File: src/rtl/if_fetch_stage_pkg.sv
// if_fetch_stage_pkg: shared widths, bubble word, FSM encoding and control-flow opcodes
package if_fetch_stage_pkg;
  localparam int WORD_W = 32;
  localparam logic [WORD_W-1:0] NOP_WORD = 32'h0000_0000;
  typedef enum logic [1:0] {
    FETCH   = 2'd0,
    DISCARD = 2'd1,
    HOLD    = 2'd2
  } fetch_state_t;
  localparam logic [5:0] OP_SPECIAL = 6'b000000;
  localparam logic [5:0] OP_J       = 6'b000010;
  localparam logic [5:0] OP_JAL     = 6'b000011;
  localparam logic [5:0] OP_BEQ     = 6'b000100;
  localparam logic [5:0] OP_BNE     = 6'b000101;
  localparam logic [5:0] FN_JR      = 6'b001000;
  localparam logic [5:0] FN_JALR    = 6'b001001;
endpackage

File: src/rtl/if_fetch_stage_predecode.sv
// if_predecode: flags jumps, branches and register jumps in a fetched word
module if_predecode
  import if_fetch_stage_pkg::*;
(
  input  logic [WORD_W-1:0] instr,
  output logic              is_ctrl
);
  logic [5:0] op, fn;
  assign op = instr[31:26];
  assign fn = instr[5:0];
  assign is_ctrl = (op inside {OP_J, OP_JAL, OP_BEQ, OP_BNE}) ||
                   (op == OP_SPECIAL && (fn inside {FN_JR, FN_JALR}));
endmodule

File: src/rtl/if_fetch_stage.sv
// if_fetch_stage: imem request/ack fetch into IF/ID with redirect discard and stall hold
// Optional predecode of IF_ID_IsCtrl is enabled by defining IF_PREDECODE_EN.
module if_fetch_stage
  import if_fetch_stage_pkg::*;
#(
  parameter int                DATA_W    = WORD_W,
  parameter logic [DATA_W-1:0] NOP_INSTR = NOP_WORD
) (
  input  logic              Clk,
  input  logic              PcReSet,
  input  logic [DATA_W-1:0] PC,
  input  logic              Change_PC_en,
  input  logic              Stall,
  input  logic              Imem_Ack,
  input  logic [DATA_W-1:0] Imem_Rdata,
  output logic              Imem_Req,
  output logic [DATA_W-1:0] Imem_Addr,
  output logic              Fetch_Stall,
  output logic [DATA_W-1:0] IF_ID_Instr,
  output logic [DATA_W-1:0] IF_ID_PC4,
  output logic              IF_ID_Valid,
  output logic              IF_ID_IsCtrl
);
  fetch_state_t      state_q, state_d;
  logic [DATA_W-1:0] instr_q, instr_d, pc4_q, pc4_d;
  logic [DATA_W-1:0] buf_instr_q, buf_instr_d, buf_pc4_q, buf_pc4_d;
  logic [DATA_W-1:0] disc_addr_q, disc_addr_d, pc_plus4;
  logic              valid_q, valid_d;
  assign pc_plus4 = PC + DATA_W'(4);
  // state and IF/ID registers; reset abandons any in-flight access
  always_ff @(posedge Clk or posedge PcReSet) begin
    if (PcReSet) begin
      state_q     <= FETCH;
      instr_q     <= NOP_INSTR;
      pc4_q       <= '0;
      valid_q     <= 1'b0;
      buf_instr_q <= '0;
      buf_pc4_q   <= '0;
      disc_addr_q <= '0;
    end else begin
      state_q     <= state_d;
      instr_q     <= instr_d;
      pc4_q       <= pc4_d;
      valid_q     <= valid_d;
      buf_instr_q <= buf_instr_d;
      buf_pc4_q   <= buf_pc4_d;
      disc_addr_q <= disc_addr_d;
    end
  end
  // next state and IF/ID load: redirect beats stall beats normal advance
  always_comb begin
    state_d     = state_q;
    instr_d     = instr_q;
    pc4_d       = pc4_q;
    valid_d     = valid_q;
    buf_instr_d = buf_instr_q;
    buf_pc4_d   = buf_pc4_q;
    disc_addr_d = disc_addr_q;
    case (state_q)
      FETCH: begin
        if (Change_PC_en) begin
          {instr_d, pc4_d, valid_d} = {NOP_INSTR, {DATA_W{1'b0}}, 1'b0};
          if (!Imem_Ack) begin
            disc_addr_d = PC;
            state_d     = DISCARD;
          end
        end else if (Imem_Ack && Stall) begin
          {buf_instr_d, buf_pc4_d} = {Imem_Rdata, pc_plus4};
          state_d                  = HOLD;
        end else if (Imem_Ack) begin
          {instr_d, pc4_d, valid_d} = {Imem_Rdata, pc_plus4, 1'b1};
        end
      end
      DISCARD: begin
        if (Imem_Ack) state_d = FETCH;
        if (Change_PC_en) {instr_d, pc4_d, valid_d} = {NOP_INSTR, {DATA_W{1'b0}}, 1'b0};
      end
      HOLD: begin
        if (Change_PC_en) begin
          {instr_d, pc4_d, valid_d} = {NOP_INSTR, {DATA_W{1'b0}}, 1'b0};
          state_d                   = FETCH;
        end else if (!Stall) begin
          {instr_d, pc4_d, valid_d} = {buf_instr_q, buf_pc4_q, 1'b1};
          state_d                   = FETCH;
        end
      end
      default: state_d = FETCH;
    endcase
  end
  // memory interface and fetch stall; discarded request keeps its address until acked
  always_comb begin
    Imem_Req    = state_q != HOLD;
    Imem_Addr   = state_q == DISCARD ? disc_addr_q : PC;
    Fetch_Stall = state_q == FETCH ? !Imem_Ack : state_q == DISCARD;
  end
  assign IF_ID_Instr = instr_q;
  assign IF_ID_PC4   = pc4_q;
  assign IF_ID_Valid = valid_q;
`ifdef IF_PREDECODE_EN
  logic is_ctrl_q, is_ctrl_d, dec_ctrl;
  if_predecode u_predecode (
    .instr  (instr_d),
    .is_ctrl(dec_ctrl)
  );
  assign is_ctrl_d = dec_ctrl & valid_d;
  // predecode flag follows the IF/ID entry it describes
  always_ff @(posedge Clk or posedge PcReSet) begin
    if (PcReSet) is_ctrl_q <= 1'b0;
    else is_ctrl_q <= is_ctrl_d;
  end
  assign IF_ID_IsCtrl = is_ctrl_q;
`else
  assign IF_ID_IsCtrl = 1'b0;
`endif
endmodule

File: config.mk
export PLATFORM = sky130hd
export DESIGN_NAME = if_fetch_stage
export DESIGN_NICKNAME = d
export VERILOG_FILES = /design/src/rtl/if_fetch_stage_pkg.sv /design/src/rtl/if_fetch_stage_predecode.sv /design/src/rtl/if_fetch_stage.sv
export SDC_FILE = /design/constraint.sdc
export NUM_CORES = 1
export LEC_CHECK = 0
export ABC_CLOCK_PERIOD_IN_PS = 6250
export BUFFER_PORTS_ARGS = -buffer_cell sky130_fd_sc_hd__buf_2
export CAP_MARGIN = 20
export CORE_MARGIN = 2
export CORE_UTILIZATION = 55
export CTS_CLUSTER_DIAMETER = 50
export CTS_CLUSTER_SIZE = 12
export DETAILED_ROUTE_END_ITERATION = 10
export PLACE_DENSITY = 0.81
export SYNTH_ARGS = -nofsm -noshare
export SYNTH_HDL_FRONTEND = slang
export SYNTH_SLANG_ARGS = --single-unit
File: constraint.sdc
create_clock -name Clk -period 6.25 [get_ports Clk]
set_input_delay 1.25 -clock Clk [delete_from_list [all_inputs] [get_ports Clk]]
set_output_delay 1.25 -clock Clk [all_outputs]
set_load 0.01 [all_outputs]
# Word-level counts from Yosys, hierarchy flattened
# Index checks and enable logic that the tools add are counted.
# totals
reg_bits	163
in_bits	69
out_inout_bits	100
elab_cells	57
# classes
n_addsub	1
n_eq_ne	10
n_mux	29
bitwise	2
n_reduce_logical	8
# op_table
cell	n
32-bit two-way mux	12
32-bit one-hot mux with 3 select lines	2
32-bit by 3-bit adder with 32-bit output (second input constant)	1
3-bit != test (second input constant)	5
2-bit two-way mux	6
1-bit two-way mux	7
2-bit != test (second input constant)	3
2-bit one-hot mux with 3 select lines	1
3-bit AND reduction	2
5-bit AND reduction	1
4-bit AND reduction	1
1-bit one-hot mux with 3 select lines	1
3-bit nonzero test	1
2-bit by 1-bit == test with 1-bit output (second input constant)	1
2-bit == test (second input constant)	1
2-bit logical NOT	1
1-bit NOT	2
1-bit logical AND	1
1-bit logical NOT	1

# Longest topological paths before layout
# depth
word_depth	5
mapped_depth	10
ltp_nobuf	7

# Least setup slack after synthesis
# No wires, ideal clock.
# synth_timing
path_kind	input to output
startpoint	input PC[4]
endpoint	output Imem_Addr[4]
t_arrival_ps	1673
t_required_ps	5000
slack_ps	3327
cell_stages	2
path_buffers	1
cell_sequence	buf_2 mux2_2
# synth_via
elab_chain_len	1
# synth_rtl
element	line	rtl
start: declaration	if_fetch_stage.sv:11	input logic [DATA_W-1:0] PC,
32-bit two-way mux	if_fetch_stage.sv:93	Imem_Addr = state_q == DISCARD ? disc_addr_q : PC;
end: declaration	if_fetch_stage.sv:17	output logic [DATA_W-1:0] Imem_Addr,
# No other way between the ends.

# Worst setup path in the final report
# layout_timing
startpoint	register state_q[1]
endpoint	output Imem_Addr[14]
# layout_via
elab_chain_len	2
# layout_rtl
element	line	rtl
start: declaration	if_fetch_stage.sv:24	fetch_state_t state_q, state_d;
start signal: assignment	if_fetch_stage.sv:41	state_q <= state_d;
2-bit by 1-bit == test with 1-bit output	if_fetch_stage.sv:93	
32-bit two-way mux	if_fetch_stage.sv:93	
# No other way between the ends.

==> results.cfg <==
[synthesis]
synth-seq-area-share_pct = 51.6
postSynthCellCount = 732
top_cells_by_area_synth = sky130_fd_sc_hd__dfrtp_1 (52%), sky130_fd_sc_hd__mux2_2 (14%), sky130_fd_sc_hd__o21ai_0 (4.3%), sky130_fd_sc_hd__nand2_1 (4.2%), sky130_fd_sc_hd__nor2b_1 (3.6%)
ys_seq_elements = 163
synth.largest_area_cell = sky130_fd_sc_hd__dfrtp_1
synth.avg_cell_area_um2 = 10.8
synth_top_flop_cell = sky130_fd_sc_hd__dfrtp_1
synth.cell_area_mm2 = 0.00791
yosys.cell_types.count = 48
yosysTopAreaCellShare_pct = 51.6
synth_enable_flop_cells = 0
async_flop_share_pct = 100
syn-num-nets = 806
synth-warning-count = 0

[grt]
met2_usage_pct = 38.6
grt_overflow_total = 0
top_usage_layer = met2
gr_layer_usage_met1_pct = 31.3
via_count_of_the_first_global_routing_pass = 5771
antenna_found_initial = 0
global_route_wire_length_before_repair_mm = 28.2
global_routing_met3_resource_utilization_pct = 7.74
largest_net_degree_at_the_start_of_global_routing = 105
gr-usage-all-layers_pct = 23.9

[placed_design]
place_hpwl_mm = 11.5
post-place-ws_ns = 2.69
placement.io_buffers = 167
place_congestion = 0.756

[sta]
fin_tns_setup_ns = 0
period_share_pct = 57.0
fmax_ghz = 0.281
min_period_ns = 3.56
final_critical_path_setup_slack_ns = 2.69
worst_setup_skew_after_layout_ns = 0.00582
finalSetupViolations = 0
worst-slew-pin-transition_ns = 1.04
timing.max_slew.rel_slack_pct = 30.4
timing.final.max_slew_violations = 0
hold_fails_final_rpt = 0
rsz0062_at_grt = false

[clock_tree]
clock_latency_ns = 0.42
post-cts-setup-buffer-count = 0
cts_buffer_count = 17
cts_tree = yes
cts.hold.buffers_added = 0
ctsRootBufferMaster = sky130_fd_sc_hd__clkbuf_16
clock_path_buffers = 2
cts.sinks = 163
cts_htree_levels = 4
clk_transition_reported_paths_ns = 0.06
postCtsResizedCells = 0

[worst_setup_path]
path_class = flip-flop to output pin
setup.worst_path.end_class = output pin
cpPeakStageDelay_ns = 0.80
worstReg2RegStart = state_q[0]
crit_required_ns = 5.00
regToRegEndpoint = IF_ID_PC4[14]
worst_path_dominant_cell_family = adder cells
crit_path_max_fanout = 37
crit_arrival_ns = 2.31
critical_path.startpoint = state_q[1]
worstSetupEndpoint = Imem_Addr[14]
worst_setup_path_start_kind = flip-flop
buffering_stage_count_on_the_worst_path_with_inverters_included = 2
slowest_stage = sky130_fd_sc_hd__ha_2
setup.reg_to_reg.worst_slack_ns = 3.14
crit_path_cell_trace = inv_1 > ha_2 > mux2_2 > buf_2
worst_r2r_path_cells = 7
worst-path-stages = 4

[floorplan]
chipWidth_um = 124
core_region_area_mm2 = 0.0139
num_io_pins = 169
floorplan.initialDensity_pct = 56.7
die_area_mm2 = 0.0153
height_of_the_die_um = 124
placementRows = 43

[cells_and_area]
n_antenna_cell = 0
synthToLayoutAreaGrowth_pct = 19.8
design.final.nets = 943
final_common_cell = sky130_fd_sc_hd__buf_2
filler_cell_count_in_the_final_layout = 1109
utilization_pct = 67.9
final_layout_size_suffix_gt1_share_pct = 36.2
commonest_non_fill_non_tap_cells_in_the_layout = sky130_fd_sc_hd__buf_2 (167), sky130_fd_sc_hd__dfrtp_1 (163), sky130_fd_sc_hd__mux2_2 (97), sky130_fd_sc_hd__nand2_1 (88), sky130_fd_sc_hd__o21ai_0 (68)

[detailed_routing]
postRouteWirelength_mm = 17.8
first_pass_iters = 5
drt_drc_violations_left = 0
final_antenna_net_count = 0
drt-wirelength-per-cell_um = 16.8
drtIter0Drc = 417
num_vias = 6044
avgViaCountPerCell = 5.69

[min_path]
hp-class = flip-flop to flip-flop

[flow_run]
maxCapViolations = 0

[power]
power_per_standard_cell_area_mw_per_mm2 = 483
cellLeakagePower_nw = 4.34
vdd.ir_drop.worst_mv = 0.282

[outcome]
status = finished, final reports clean
-- sequential cells by signal, summed over array words and instances, names as in the netlist --
register     count
IF_ID_Valid      1
state_q          2
buf_pc4_q       32
IF_ID_Instr     32
buf_instr_q     32
IF_ID_PC4       32
disc_addr_q     32
-- worst register-to-register path: cells and delay by family (launching register included) --
kind / cells / cell delay, ns
compound gates: 2 / 0.39
simple gates: 3 / 1.31
fa+ha+maj: 1 / 0.81
buf+inv: 1 / 0.12
flops: 1 / 0.40
-- area by class of cell --
type	count	area (um2)	area share, %
clock inverters	15	229	2.42
repair buffers	173	906	9.57
well taps	180	225	2.38
multi-input cells	509	3580	37.8
flip-flops and latches	163	4080	43.1
clock buffers	17	425	4.49
inverters	5	23.8	0.251
-- worst min-delay path by stage --
stage	end	depth (start not counted)	startpoint	slack [ns]
floorplan	buf_pc4_q[15]	2	buf_pc4_q[15]	0.44
global placement	buf_pc4_q[23]	2	buf_pc4_q[23]	0.45
detailed placement	IF_ID_Valid	2	IF_ID_Valid	0.46
CTS	buf_pc4_q[20]	2	buf_pc4_q[20]	0.48
global route	IF_ID_Instr[12]	2	IF_ID_Instr[12]	0.50
finish	IF_ID_Instr[13]	2	IF_ID_Instr[13]	0.47
-- synthesized netlist by cell type (2+ instances only) --
master                       n
sky130_fd_sc_hd__a21o_1      2
sky130_fd_sc_hd__a21oi_1     3
sky130_fd_sc_hd__a221o_1     3
sky130_fd_sc_hd__a221oi_1   10
sky130_fd_sc_hd__a22oi_1     8
sky130_fd_sc_hd__a31oi_1    40
sky130_fd_sc_hd__and3_1      6
sky130_fd_sc_hd__and4_1      2
sky130_fd_sc_hd__buf_1       8
sky130_fd_sc_hd__buf_2       9
sky130_fd_sc_hd__buf_6       5
sky130_fd_sc_hd__clkbuf_1   32
sky130_fd_sc_hd__dfrtp_1   163
sky130_fd_sc_hd__ha_1        5
sky130_fd_sc_hd__inv_1       5
sky130_fd_sc_hd__mux2_1      3
sky130_fd_sc_hd__mux2_2     97
sky130_fd_sc_hd__mux2i_1     3
sky130_fd_sc_hd__nand2_1    88
sky130_fd_sc_hd__nand3_1    19
sky130_fd_sc_hd__nand4_1     8
sky130_fd_sc_hd__nor2_1     15
sky130_fd_sc_hd__nor2b_1    46
sky130_fd_sc_hd__nor3_1      5
sky130_fd_sc_hd__nor3b_1    12
sky130_fd_sc_hd__nor4_1      2
sky130_fd_sc_hd__o211ai_2    3
sky130_fd_sc_hd__o21ai_0    68
sky130_fd_sc_hd__o21ai_1    14
sky130_fd_sc_hd__o221ai_1    2
sky130_fd_sc_hd__o221ai_2    3
sky130_fd_sc_hd__xnor2_1     7
sky130_fd_sc_hd__xor2_1     21
-- stage by stage --
| stage | hold WS [ns] | cell area (um2) | std cells | power [W] |
|---|---|---|---|---|
| floorplan | 0.442 | 7910 | 732 | 0.00292 |
| global route | 0.501 | 9470 | 1062 | 0.00488 |
| detailed placement | 0.463 | 8770 | 1027 | 0.00342 |
| global placement | 0.454 | 8770 | 1027 | 0.00336 |
| CTS | 0.478 | 9420 | 1059 | 0.00458 |
| finish | 0.474 | 9470 | 1062 | 0.00458 |
-- where the power goes --
part | total [W] | switching [W] | internal, W
Clock | 0.00115 | 0.000433 | 0.000714
Sequential | 0.00178 | 0.000256 | 0.00153
Combinational | 0.00165 | 0.000920 | 0.000725
Total | 0.00458 | 0.00161 | 0.00297
-- cell families after synthesis --
kind of cell             Yosys count  synth area share [%]
flip-flops                       163                  51.6
buffers and inverters             60                  3.51
multiplexers                     103                  14.6
adder cells (fa/ha/maj)            5                 0.791
other                              1                0.0474
AO/OA/AOI/OAI                    160                  12.7
AND/OR/NAND/NOR                  212                  13.6
XOR/XNOR                          28                  3.10
-- metal layers --
layer / wire (um) / part of all wire, % / vias up
li1: - / - / 2881
met1: 7940 / 45 / 2962
met2: 8370 / 47 / 190
met3: 1360 / 7.6 / 11
met4: 127 / 0.71 / 0
met5: 0 / 0 / -
Note: power is estimated with default switching activity, not from simulation.
